[src/rtl/tl_sensor_cond_if.sv]
// Detector-side bus of the sensor conditioner: raw loop inputs, fault clear,
// conditioned traffic-present outputs and sticky fault flags.
interface tl_sensor_cond_if;
    logic       sens_a;
    logic       sens_b;
    logic       sens_al;
    logic       sens_bl;
    logic       clr_fault;
    logic       Ta;
    logic       Tb;
    logic       Tal;
    logic       Tbl;
    logic [3:0] fault;

    modport master (
        output sens_a, sens_b, sens_al, sens_bl, clr_fault,
        input  Ta, Tb, Tal, Tbl, fault
    );

    modport slave (
        input  sens_a, sens_b, sens_al, sens_bl, clr_fault,
        output Ta, Tb, Tal, Tbl, fault
    );
endinterface

[src/rtl/tl_sensor_cond.sv]
// Four identical loop-detector channels: 2-flop sync, debounce, gap-out hold,
// stuck-sensor detection with fail-safe forcing of the traffic-present output.
module tl_sensor_cond #(
    parameter int DEB_CYC   = 4,
    parameter int HOLD_CYC  = 3,
    parameter int STUCK_CYC = 64
) (
    input  logic             clk,
    input  logic             reset,
    tl_sensor_cond_if.slave  bus
);

    localparam logic [7:0] DEB_LAST   = 8'(DEB_CYC - 1);
    localparam logic [7:0] HOLD_INIT  = 8'(HOLD_CYC);
    localparam logic [7:0] STUCK_MAX  = 8'(STUCK_CYC);
    localparam logic [7:0] STUCK_LAST = 8'(STUCK_CYC - 1);

    logic [3:0] sens_vec;
    logic [3:0] t_vec;
    logic [3:0] flt_vec;

    assign sens_vec = {bus.sens_bl, bus.sens_al, bus.sens_b, bus.sens_a};

    genvar gi;
    generate
        for (gi = 0; gi < 4; gi++) begin : g_chan
            logic       sync1_q, sync2_q;
            logic       deb_q, deb_d;
            logic [7:0] cnt_q, cnt_d;
            logic [7:0] hold_q, hold_d;
            logic [7:0] stuck_q, stuck_d;
            logic       flt_q, flt_d;
            logic       t_q, t_d;

            always_comb begin
                deb_d = deb_q;
                cnt_d = cnt_q;
                if (sync2_q == deb_q) begin
                    cnt_d = '0;
                end else if (cnt_q == DEB_LAST) begin
                    deb_d = sync2_q;
                    cnt_d = '0;
                end else begin
                    cnt_d = cnt_q + 8'd1;
                end

                // Hold reloads on the falling debounce edge and is dropped on re-arrival.
                hold_d = hold_q;
                if (deb_q && !deb_d) begin
                    hold_d = HOLD_INIT;
                end else if (!deb_q && deb_d) begin
                    hold_d = '0;
                end else if (!deb_q && (hold_q != '0)) begin
                    hold_d = hold_q - 8'd1;
                end

                stuck_d = stuck_q;
                if (bus.clr_fault) begin
                    stuck_d = '0;
                end else if (deb_q) begin
                    stuck_d = (stuck_q == STUCK_MAX) ? stuck_q : stuck_q + 8'd1;
                end else begin
                    stuck_d = '0;
                end

                // Setting beats clearing so a simultaneous clear cannot hide a stuck loop.
                flt_d = flt_q;
                if (deb_q && (stuck_q == STUCK_LAST)) begin
                    flt_d = 1'b1;
                end else if (bus.clr_fault) begin
                    flt_d = 1'b0;
                end

                t_d = deb_q | (hold_q != '0) | flt_q;
            end

            always_ff @(posedge clk or posedge reset) begin
                if (reset) begin
                    sync1_q <= 1'b0;
                    sync2_q <= 1'b0;
                    deb_q   <= 1'b0;
                    cnt_q   <= '0;
                    hold_q  <= '0;
                    stuck_q <= '0;
                    flt_q   <= 1'b0;
                    t_q     <= 1'b0;
                end else begin
                    sync1_q <= sens_vec[gi];
                    sync2_q <= sync1_q;
                    deb_q   <= deb_d;
                    cnt_q   <= cnt_d;
                    hold_q  <= hold_d;
                    stuck_q <= stuck_d;
                    flt_q   <= flt_d;
                    t_q     <= t_d;
                end
            end

            assign t_vec[gi]   = t_q;
            assign flt_vec[gi] = flt_q;
        end
    endgenerate

    assign bus.Ta    = t_vec[0];
    assign bus.Tb    = t_vec[1];
    assign bus.Tal   = t_vec[2];
    assign bus.Tbl   = t_vec[3];
    assign bus.fault = flt_vec;

endmodule
[src/flat_wrapper.sv]
// flat-port wrapper written by rule: the top's interface ports become plain ports
module tl_sensor_cond_flat 
#(
    parameter int DEB_CYC   = 4,
    parameter int HOLD_CYC  = 3,
    parameter int STUCK_CYC = 64
)
  (clk, reset, bus_sens_a, bus_sens_b, bus_sens_al, bus_sens_bl, bus_clr_fault, bus_Ta, bus_Tb, bus_Tal, bus_Tbl, bus_fault);
  tl_sensor_cond_if bus_i ();
  input  logic clk;
  input  logic reset;
  input wire logic [$bits(bus_i.sens_a)-1:0] bus_sens_a;
  input wire logic [$bits(bus_i.sens_b)-1:0] bus_sens_b;
  input wire logic [$bits(bus_i.sens_al)-1:0] bus_sens_al;
  input wire logic [$bits(bus_i.sens_bl)-1:0] bus_sens_bl;
  input wire logic [$bits(bus_i.clr_fault)-1:0] bus_clr_fault;
  output wire logic [$bits(bus_i.Ta)-1:0] bus_Ta;
  output wire logic [$bits(bus_i.Tb)-1:0] bus_Tb;
  output wire logic [$bits(bus_i.Tal)-1:0] bus_Tal;
  output wire logic [$bits(bus_i.Tbl)-1:0] bus_Tbl;
  output wire logic [$bits(bus_i.fault)-1:0] bus_fault;
  assign bus_i.sens_a = bus_sens_a;
  assign bus_i.sens_b = bus_sens_b;
  assign bus_i.sens_al = bus_sens_al;
  assign bus_i.sens_bl = bus_sens_bl;
  assign bus_i.clr_fault = bus_clr_fault;
  assign bus_Ta = bus_i.Ta;
  assign bus_Tb = bus_i.Tb;
  assign bus_Tal = bus_i.Tal;
  assign bus_Tbl = bus_i.Tbl;
  assign bus_fault = bus_i.fault;
  tl_sensor_cond #(.DEB_CYC(DEB_CYC), .HOLD_CYC(HOLD_CYC), .STUCK_CYC(STUCK_CYC)) u_core (.clk(clk), .reset(reset), .bus(bus_i));
endmodule
[config.mk]
export PLATFORM = sky130hd
export DESIGN_NAME = tl_sensor_cond_flat
export DESIGN_NICKNAME = d
export VERILOG_FILES = /design/src/rtl/tl_sensor_cond_if.sv /design/src/rtl/tl_sensor_cond.sv /design/src/flat_wrapper.sv
export SDC_FILE = /design/constraint.sdc
export NUM_CORES = 1
export LEC_CHECK = 0
export ABC_AREA = 1
export CORE_MARGIN = 8
export CORE_UTILIZATION = 62
export CTS_CLUSTER_SIZE = 28
export DETAILED_ROUTE_END_ITERATION = 7
export PLACE_DENSITY_LB_ADDON = 0.3
export REMOVE_ABC_BUFFERS = 1
export SLEW_MARGIN = 0
export SYNTH_ARGS = -nofsm -noshare
export SYNTH_HDL_FRONTEND = slang
export SYNTH_SLANG_ARGS = --single-unit
[constraint.sdc]
create_clock -name clk -period 4.9 [get_ports clk]
set_input_delay 0.49 -clock clk [delete_from_list [all_inputs] [get_ports clk]]
set_output_delay 0.49 -clock clk [all_outputs]
set_load 0.05 [all_outputs]
Yosys cells after proc, flatten, opt, wreduce, memory -nomap -nowiden. Index checks and enable logic that the tools add are counted.

Logic and storage cells: 153. Memories: 0. Memory bits (writable): 0. Bits in latches: 0. Bits in read-only memories: 0. Input port bits: 7. Output and inout bits: 8. Register bits after elaboration: 116.

Order comparisons: 0. Reductions and logical operators: 36. Muxes and demuxes: 45. $add $sub $neg: 12. Eq/ne operators: 20. Div/mod/pow operators: 0. Shift operators: 0. Bitwise operators: 8. Multipliers: 0.

Operators by type and width (number): $mux W8 (32); $add A8 B1 Y8 const B (8); $eq A8 B2 Y1 const B (4); $eq A8 B6 Y1 const B (4); $eq A8 B7 Y1 const B (4); $reduce_bool A8 Y1 (4); $sub A8 B1 Y8 const B (4); $logic_and A1 B1 Y1 (16); $mux W1 (13); $ne A3 B3 Y1 const B (4); $reduce_bool A3 Y1 (4); $logic_not A1 Y1 (8); $or A1 B1 Y1 (8); $reduce_bool A2 Y1 (4); $eq A1 B1 Y1 (4).

Logic depth before layout (Yosys ltp). Gate-level depths: netlist of run 1.

Depth in word-level cells: 6. Mapped depth: 9. Depth with buffers taken out: 9.

Worst setup path before layout of run 1. OpenSTA, ideal clock, no wires.

Path kind: register to register. Start point: register u_core.g_chan[1].hold_q[0]. End point: register u_core.g_chan[1].hold_q[0]. Library setup time: 118 ps. Cell stages (with the launch flop): 10. Arrival time: 1298 ps. Clock period less this slack: 1416 ps. Buffers on the path: 0. Setup slack: 3484 ps. Required time: 4782 ps. Path through: dfrtp_1 -> inv_1 -> ha_1 -> inv_1 -> nor3_2 -> nand2_2 -> nand2_1 -> nand2_1 -> nand2_1 -> nand2_1.

Word-level cells in the longest chain between the ends: 4. Elaborated cells between the ends (all ways): 7. Classes of those cells: 1 x add/sub; 3 x mux; 3 x reduce/logical.

RTL lines: start, declared (line tl_sensor_cond.sv:30) `logic [7:0] hold_q, hold_d;`; start signal, assigned (line tl_sensor_cond.sv:92) `hold_q <= hold_d;`; $sub A8 B1 Y8 (line tl_sensor_cond.sv:54) `hold_d = hold_q - 8'd1;`; $mux W8 (line tl_sensor_cond.sv:53) `end else if (!deb_q && (hold_q != '0)) begin`; $mux W8 (line tl_sensor_cond.sv:51) `end else if (!deb_q && deb_d) begin`; $mux W8 (line tl_sensor_cond.sv:49) `if (deb_q && !deb_d) begin`.

Parallel ways exist; a longest one is shown, timed or not. The select of a mux whose other input is x is not followed. A chain may end at the register's enable or synchronous reset.

Worst setup path in the final report of run 1.
Start point: register u_core.g_chan[1].flt_q. End point: output port bus_fault[1].

RTL lines: start, declared (line tl_sensor_cond.sv:32) `logic flt_q, flt_d;`; start signal, assigned (line tl_sensor_cond.sv:94) `flt_q <= flt_d;`; end, declared (line flat_wrapper.sv:21) `output wire logic [$bits(bus_i.fault)-1:0] bus_fault;`.

No word-level cell between the ends.

==> results of run 1 <==
[through the flow]
| stage | setup slack (ns) | area [µm²] |
|---|---|---|
| 2_1_floorplan | 1.34 | 5880 |
| 3_3_place_gp | 2.73 | 6190 |
| 3_5_place_dp | 2.69 | 6190 |
| 4_1_cts | 2.67 | 6790 |
| 5_1_grt | 2.63 | 6790 |
| 6_report | 2.69 | 6790 |
[worst register-to-register path, stage by stage (launching register included)]
cell and delay [ns]:
sky130_fd_sc_hd__dfrtp_1 0.37, sky130_fd_sc_hd__inv_1 0.10, sky130_fd_sc_hd__ha_1 0.20, sky130_fd_sc_hd__inv_1 0.07, sky130_fd_sc_hd__nor3_2 0.29, sky130_fd_sc_hd__nand2_2 0.19
sky130_fd_sc_hd__nand2_1 0.14, sky130_fd_sc_hd__nand2_1 0.08, sky130_fd_sc_hd__nand2_1 0.09, sky130_fd_sc_hd__nand2_1 0.06
[flip-flops by register name (all words and copies together) (netlist names)]
register               flops
u_core.g_chan.cnt_q       32
u_core.g_chan.stuck_q     32
u_core.bus.Tal             1
u_core.g_chan.sync1_q      4
u_core.bus.Ta              1
u_core.bus.Tbl             1
u_core.g_chan.hold_q      32
u_core.g_chan.sync2_q      4
u_core.bus.Tb              1
u_core.g_chan.flt_q        4
u_core.g_chan.deb_q        4
[synth_stat cells, types with 3 or more instances]
library cell,number
sky130_fd_sc_hd__nand3_1,64
sky130_fd_sc_hd__a21oi_1,21
sky130_fd_sc_hd__o21ai_0,29
sky130_fd_sc_hd__nor2_1,114
sky130_fd_sc_hd__o21bai_1,3
sky130_fd_sc_hd__nand2_1,130
sky130_fd_sc_hd__inv_1,110
sky130_fd_sc_hd__xor2_1,18
sky130_fd_sc_hd__inv_2,3
sky130_fd_sc_hd__nor3_1,26
sky130_fd_sc_hd__o21ai_2,3
sky130_fd_sc_hd__ha_1,16
sky130_fd_sc_hd__nand2_2,7
sky130_fd_sc_hd__xnor2_1,3
sky130_fd_sc_hd__buf_4,5
sky130_fd_sc_hd__dfrtp_1,116
sky130_fd_sc_hd__nand4_1,32
sky130_fd_sc_hd__nor3b_1,10
[where the power goes]
| part | internal [mW] | switching (mW) | leakage [nW] |
|---|---|---|---|
| Combinational | 0.332 | 0.623 | 1.52 |
| Sequential | 1.16 | 0.188 | 1.50 |
| Clock | 0.831 | 0.425 | 0.298 |
[routing by layer]
metal  up-vias  global-route usage (%)  share of wire (%)
met3        23                    6.13                3.8
met5         -                       0                  0
li1       2426                       -                  -
met2       101                    34.2                 51
met1      2379                    24.6                 43
met4         0                    8.08                1.6
[cells in the final DEF, fill, tap and decap left out, types with 2 or more instances in the layout]
cell,instances
sky130_fd_sc_hd__clkdlybuf4s50_1,14
sky130_fd_sc_hd__nor2_1,114
sky130_fd_sc_hd__clkbuf_8,2
sky130_fd_sc_hd__inv_2,3
sky130_fd_sc_hd__or2_2,2
sky130_fd_sc_hd__and3_1,2
sky130_fd_sc_hd__bufinv_16,4
sky130_fd_sc_hd__clkbuf_1,2
sky130_fd_sc_hd__o21ai_0,29
sky130_fd_sc_hd__nor3_1,26
sky130_fd_sc_hd__nand4_1,32
sky130_fd_sc_hd__nor3_2,2
sky130_fd_sc_hd__a31oi_1,2
sky130_fd_sc_hd__clkbuf_16,16
sky130_fd_sc_hd__a21oi_1,21
sky130_fd_sc_hd__xor2_1,18
sky130_fd_sc_hd__ha_1,16
sky130_fd_sc_hd__inv_4,2
sky130_fd_sc_hd__dfrtp_1,116
sky130_fd_sc_hd__nor3b_1,10
sky130_fd_sc_hd__o21bai_1,3
sky130_fd_sc_hd__o21ai_2,3
sky130_fd_sc_hd__inv_1,109
sky130_fd_sc_hd__o211ai_1,2
sky130_fd_sc_hd__nand2_2,7
sky130_fd_sc_hd__nand2_1,130
sky130_fd_sc_hd__clkinv_2,6
sky130_fd_sc_hd__nor2_4,2
sky130_fd_sc_hd__xnor2_1,3
sky130_fd_sc_hd__nor2_2,2
sky130_fd_sc_hd__nand3_1,64
[kinds of logic (layout without fill, tap and decap cells)]
group           Yosys count  count (layout)  synth area share (%)
simple gates            398             398                  30.5
buf+inv                 120             160                  7.98
compound gates           63              63                  6.02
xor+xnor                 21              21                  3.10
fa+ha+maj                16              16                  3.38
flops                   116             116                  49.0
[worst max-delay path by stage]
| stage | startpoint | endpoint | slack [ns] | cells past startpoint |
|---|---|---|---|---|
| final | u_core.g_chan[1].flt_q | bus_fault[1] | 2.69 | 1 |
| after CTS | u_core.g_chan[0].flt_q | bus_fault[0] | 2.67 | 1 |
| after global placement | reset | u_core.g_chan[0].hold_q[7] | 2.73 | 3 |
| after global routing | u_core.g_chan[1].flt_q | bus_fault[1] | 2.63 | 1 |
| after detailed placement | reset | u_core.g_chan[0].hold_q[3] | 2.69 | 3 |
| after floorplan | reset | u_core.bus.Ta | 1.34 | 1 |
[final cells by class]
cell class | count | area share [%]
timing repair buffer | 15 | 2.17
multi-input combinational | 498 | 37.6
clock buffer | 20 | 6.41
inverter | 114 | 6.38
sequential | 116 | 42.8
clock inverter | 11 | 2.34
tap | 129 | 2.38
==> results_dict.tcl, run 1 <==
set metrics [dict create \
    vias 4929 \
    drv_cap 0 \
    worstSetupStartpointType "flop" \
    clock.fmax_ghz 0.452 \
    die-area_mm2 0.0129 \
    start_util_pct 64.1 \
    post_synth_instance_area_mm2 0.00593 \
    crit_family "buffers and inverters" \
    min_path_cells 0 \
    whs_endpoint "u_core.g_chan[1].sync2_q" \
    worst_setup_ep_type "output pin" \
    synth_enable_flop_cells 0 \
    ys_async_sr_fraction_pct 100 \
    yosys-top-cells-area "sky130_fd_sc_hd__dfrtp_1, sky130_fd_sc_hd__nand2_1, sky130_fd_sc_hd__nor2_1" \
    pwr_density_cell_mw_per_mm2 524 \
    timing.final.crit_period_ns 2.21 \
    total_power_mw 3.56 \
    n_antenna_cell 0 \
    areaGrowthSynthToFinish_pct 14.6 \
    grt_pass1_wl_mm 21.7 \
    cp_slowest_stage_delay_ns 0.82 \
    static-leakage-power_nw 3.32 \
    rr_worst_depth 9 \
    drt_iter0_markers 360 \
    clock_tree.buffer_depth 2 \
    finalWeightedCongestion 0.916 \
    critPathSlowestCell "sky130_fd_sc_hd__clkdlybuf4s50_1" \
    cp_max_fo 2 \
    totalNegativeSetupSlack_ns 0 \
    fp.dieW_um 114 \
    cts-buffers-inserted 17 \
    fin_hold_ws_ns 0.347 \
    worst-endpoint-arrival_ns 1.72 \
    io_pins 15 \
    report.final.slew_viol_count 0 \
    instances_no_fill 903 \
    cts-resized-gates 0 \
    synthFlopType "sky130_fd_sc_hd__dfrtp_1" \
    regToRegEndpoint "u_core.g_chan[1].hold_q[1]" \
    cts_tree "built" \
    port_buffers 14 \
    routed_wire_length_per_instance_um 13.5 \
    timing.critical_path.buf_inv 1 \
    synth_sequential_area_ratio_pct 49.0 \
    detailed_place_hpwl_mm 7.88 \
    syn_inst 734 \
    nNetsFinal 785 \
    ir_drop_mv 0.284 \
    post-route-drc-count 0 \
    track_usage_pct 20.6 \
    layout.core_utilization_pct 73.5 \
    postCtsSetupBuffers 0 \
    cts_root_buf "sky130_fd_sc_hd__clkbuf_8" \
    finClkSkew_ns 0.00809 \
    r2r_slack_ns 3.20 \
    yosysWarningCount 0 \
    rows 35 \
    dieHeight_um 114 \
    hold_viol_final 0 \
    multi_input_comb_area_mm2 0.00255 \
    viasPerCell 5.46 \
    worstHoldPathType "flop to flop" \
    grt_max_degree 82 \
    core_area_mm2 0.00924 \
    sequential_cell_area_mm2 0.00290 \
    slew_headroom_pct 35.7 \
    number_of_global_route_vias_before_repair 4936 \
    h-tree-depth 4 \
    cells_along_the_critical_path "clkdlybuf4s50_1" \
    postRouteWirelength_mm 12.1 \
    first_pass_iters 5 \
    place_inst 872 \
    numClockSinks 116 \
    holdCritStartpoint "u_core.g_chan[1].sync1_q" \
    worst-slew-pin-transition_ns 0.964 \
    setup_viol 0 \
    synth_top_area_cell "sky130_fd_sc_hd__dfrtp_1" \
    antenna_violating_nets_post_route 0 \
    postSynthRegisterBits 116 \
    final_layout_size_suffix_gt1_share_pct 7.36 \
    critical_path_class "flop to output pin" \
    timing.rr.start "u_core.g_chan[1].hold_q[0]" \
    timing.final.crit_share_pct 45.2 \
    post-synth-top-area-fraction_pct 49.0 \
    antenna_violations_before_repair 0 \
    number_of_distinct_library_cells_after_synthesis 35 \
    syn-mean-instance-area_um2 8.07 \
    run_status "finished, final reports clean" \
    clkTransAtPathRegs_ns 0.06 \
    globalRouteOverflowTotal 0 \
    grt_setup_unrepaired "no" \
    worst_skew_pair.late_latency_ns 0.52 \
    cp_required_ns 4.41 \
    filler_cell_count 652 \
    hold_buffers 0 \
]
Power figures use the tool's default switching activity.
==> run 2, diff against run 1 <==
--- a/config.mk
+++ b/config.mk
@@ -7,7 +7,7 @@
 export LEC_CHECK = 0
 export ABC_AREA = 1
 export CORE_MARGIN = 8
-export CORE_UTILIZATION = 62
+export CORE_UTILIZATION = 56
 export CTS_CLUSTER_SIZE = 28
 export DETAILED_ROUTE_END_ITERATION = 7
 export PLACE_DENSITY_LB_ADDON = 0.3
==> constraint.sdc (replaced) <==
create_clock -name clk -period 1.9 [get_ports clk]
set_input_delay 0.19 -clock clk [delete_from_list [all_inputs] [get_ports clk]]
set_output_delay 0.19 -clock clk [all_outputs]
set_load 0.05 [all_outputs]
==> run 2 against run 1 <==
Effect of this change: sequential power increased to 2.6 times the previous value; via count decreased by 2.8%; clock skew decreased by 0.00089 ns; clock power rose by 130%; largest power group unchanged; register-to-register slack got worse by 2.9 ns; setup slack got worse by 2.6 ns; count of clock-buffer cells in the layout unchanged; wire length decreased by 8.1%; sequential cell count is the same; sequential share of layout area is 0.29 points lower; largest cell class unchanged; combinational power grew to 2.6 times the previous value; die area is 9.2% higher.
==> results_dict.tcl, run 2 (synthesized netlist as in run 1, its figures left out) <==
set metrics [dict create \
    cts-buffers-inserted 17 \
    port_buffers 14 \
    cts_tree "built" \
    crit_family "buffers and inverters" \
    areaGrowthSynthToFinish_pct 15.4 \
    timing.final.crit_share_pct 97.2 \
    critical_path_class "flop to output pin" \
    r2r_slack_ns 0.27 \
    cts_root_buf "sky130_fd_sc_hd__clkbuf_8" \
    grt_pass1_wl_mm 20.1 \
    first_pass_iters 5 \
    worst_skew_pair.late_latency_ns 0.52 \
    filler_cell_count 832 \
    pwr_density_cell_mw_per_mm2 1290 \
    numClockSinks 116 \
    report.final.slew_viol_count 0 \
    timing.rr.start "u_core.g_chan[1].hold_q[0]" \
    track_usage_pct 16.9 \
    regToRegEndpoint "u_core.g_chan[1].hold_q[1]" \
    drt_iter0_markers 429 \
    worst-slew-pin-transition_ns 0.500 \
    timing.final.crit_period_ns 1.85 \
    grt_max_degree 29 \
    globalRouteOverflowTotal 0 \
    worst_setup_ep_type "output pin" \
    postRouteWirelength_mm 11.2 \
    cp_max_fo 2 \
    start_util_pct 57.4 \
    setup_viol 0 \
    worst-endpoint-arrival_ns 1.66 \
    h-tree-depth 4 \
    cp_required_ns 1.71 \
    nNetsFinal 791 \
    timing.critical_path.buf_inv 1 \
    post-route-drc-count 0 \
    viasPerCell 5.22 \
    fp.dieW_um 119 \
    clock_tree.buffer_depth 2 \
    antenna_violating_nets_post_route 0 \
    run_status "finished, final reports clean" \
    cells_along_the_critical_path "clkdlybuf4s50_1" \
    commonest_cells_after_routing_fill_and_taps_aside "sky130_fd_sc_hd__nand2_1, sky130_fd_sc_hd__dfrtp_1, sky130_fd_sc_hd__nor2_1" \
    core_area_mm2 0.0103 \
    layout_commonest_cell "sky130_fd_sc_hd__nand2_1" \
    instances_no_fill 917 \
    place_inst 885 \
    dieHeight_um 119 \
    rr_worst_depth 9 \
    routed_wire_length_per_instance_um 12.2 \
    critPathSlowestCell "sky130_fd_sc_hd__clkdlybuf4s50_1" \
    clock.fmax_ghz 0.541 \
    slew_headroom_pct 66.5 \
    clkTransAtPathRegs_ns 0.06 \
    grt_setup_unrepaired "no" \
    totalNegativeSetupSlack_ns 0 \
    vias 4789 \
    static-leakage-power_nw 3.33 \
    n_antenna_cell 0 \
    postCtsSetupBuffers 0 \
    layout.core_utilization_pct 66.2 \
    number_of_global_route_vias_before_repair 4693 \
    finClkSkew_ns 0.00720 \
    cp_slowest_stage_delay_ns 0.80 \
    ir_drop_mv 0.700 \
    final_layout_size_suffix_gt1_share_pct 8.32 \
    worstSetupStartpointType "flop" \
    drv_cap 0 \
    io_pins 15 \
    antenna_violations_before_repair 0 \
    timing.final.ws_setup_ns 0.0524 \
    rows 37 \
    hold_viol_final 0 \
    detailed_place_hpwl_mm 7.77 \
    largest_registers "u_core.g_chan.cnt_q: 32 flops, u_core.g_chan.hold_q: 32 flops, u_core.g_chan.stuck_q: 32 flops" \
    finalWeightedCongestion 0.876 \
    worstHoldPathType "input pin to async pin" \
    die-area_mm2 0.0141 \
    pre_cts_slack_ns 0.277 \
]
run 2: where the power goes:
part / internal, mW / switching [mW] / leakage, nW
Clock: 1.80 / 1.14 / 0.263
Combinational: 0.883 / 1.56 / 1.57
Sequential: 2.99 / 0.478 / 1.50
run 2: layout make-up:
type / count / area, µm² / area share [%]
Timing Repair Buffer: 21 / 228 / 3.33
Tap cell: 136 / 170 / 2.49
Clock inverter: 12 / 106 / 1.56
Multi-Input combinational cell: 498 / 2550 / 37.3
Inverter: 114 / 433 / 6.33
Sequential cell: 116 / 2900 / 42.5
Clock buffer: 20 / 445 / 6.52
run 2: layer usage:
layer / global-route usage, % / up-vias / wire (µm)
li1: - / 2455 / -
met1: 20.5 / 2236 / 5200
met2: 27.9 / 76 / 5380
met3: 3.97 / 22 / 355
met4: 8.30 / 0 / 225
met5: 0 / - / 0
run 2: how the worst max path moves through the flow:
| stage | start | slack, ns | to | cells past startpoint |
|---|---|---|---|---|
| final | u_core.g_chan[2].flt_q | 0.05 | bus_fault[2] | 1 |
| after global routing | u_core.g_chan[3].flt_q | 0.01 | bus_fault[3] | 1 |
| after CTS | u_core.g_chan[2].flt_q | 0.02 | bus_fault[2] | 1 |
| after detailed placement | bus_clr_fault | 0.28 | u_core.g_chan[2].stuck_q[2] | 6 |
| after global placement | bus_clr_fault | 0.39 | u_core.g_chan[2].stuck_q[2] | 6 |
| after floorplan | reset | -1.36 | u_core.bus.Ta | 1 |
run 2: through the flow:
stage	cell area (µm²)	hold WS, ns	total power [mW]
floorplan	5880	0.221	5.34
global placement	6290	0.334	5.79
detailed placement	6290	0.336	5.92
CTS	6840	0.00589	8.91
global route	6840	0.0277	9.49
finish	6840	0.00576	8.84
run 2: timing repair:
item,CTS,global route
setup endpoints to repair,2,0
resized for setup,2,0
hold buffers,0,0
endpoints found under the hold margin,0,0
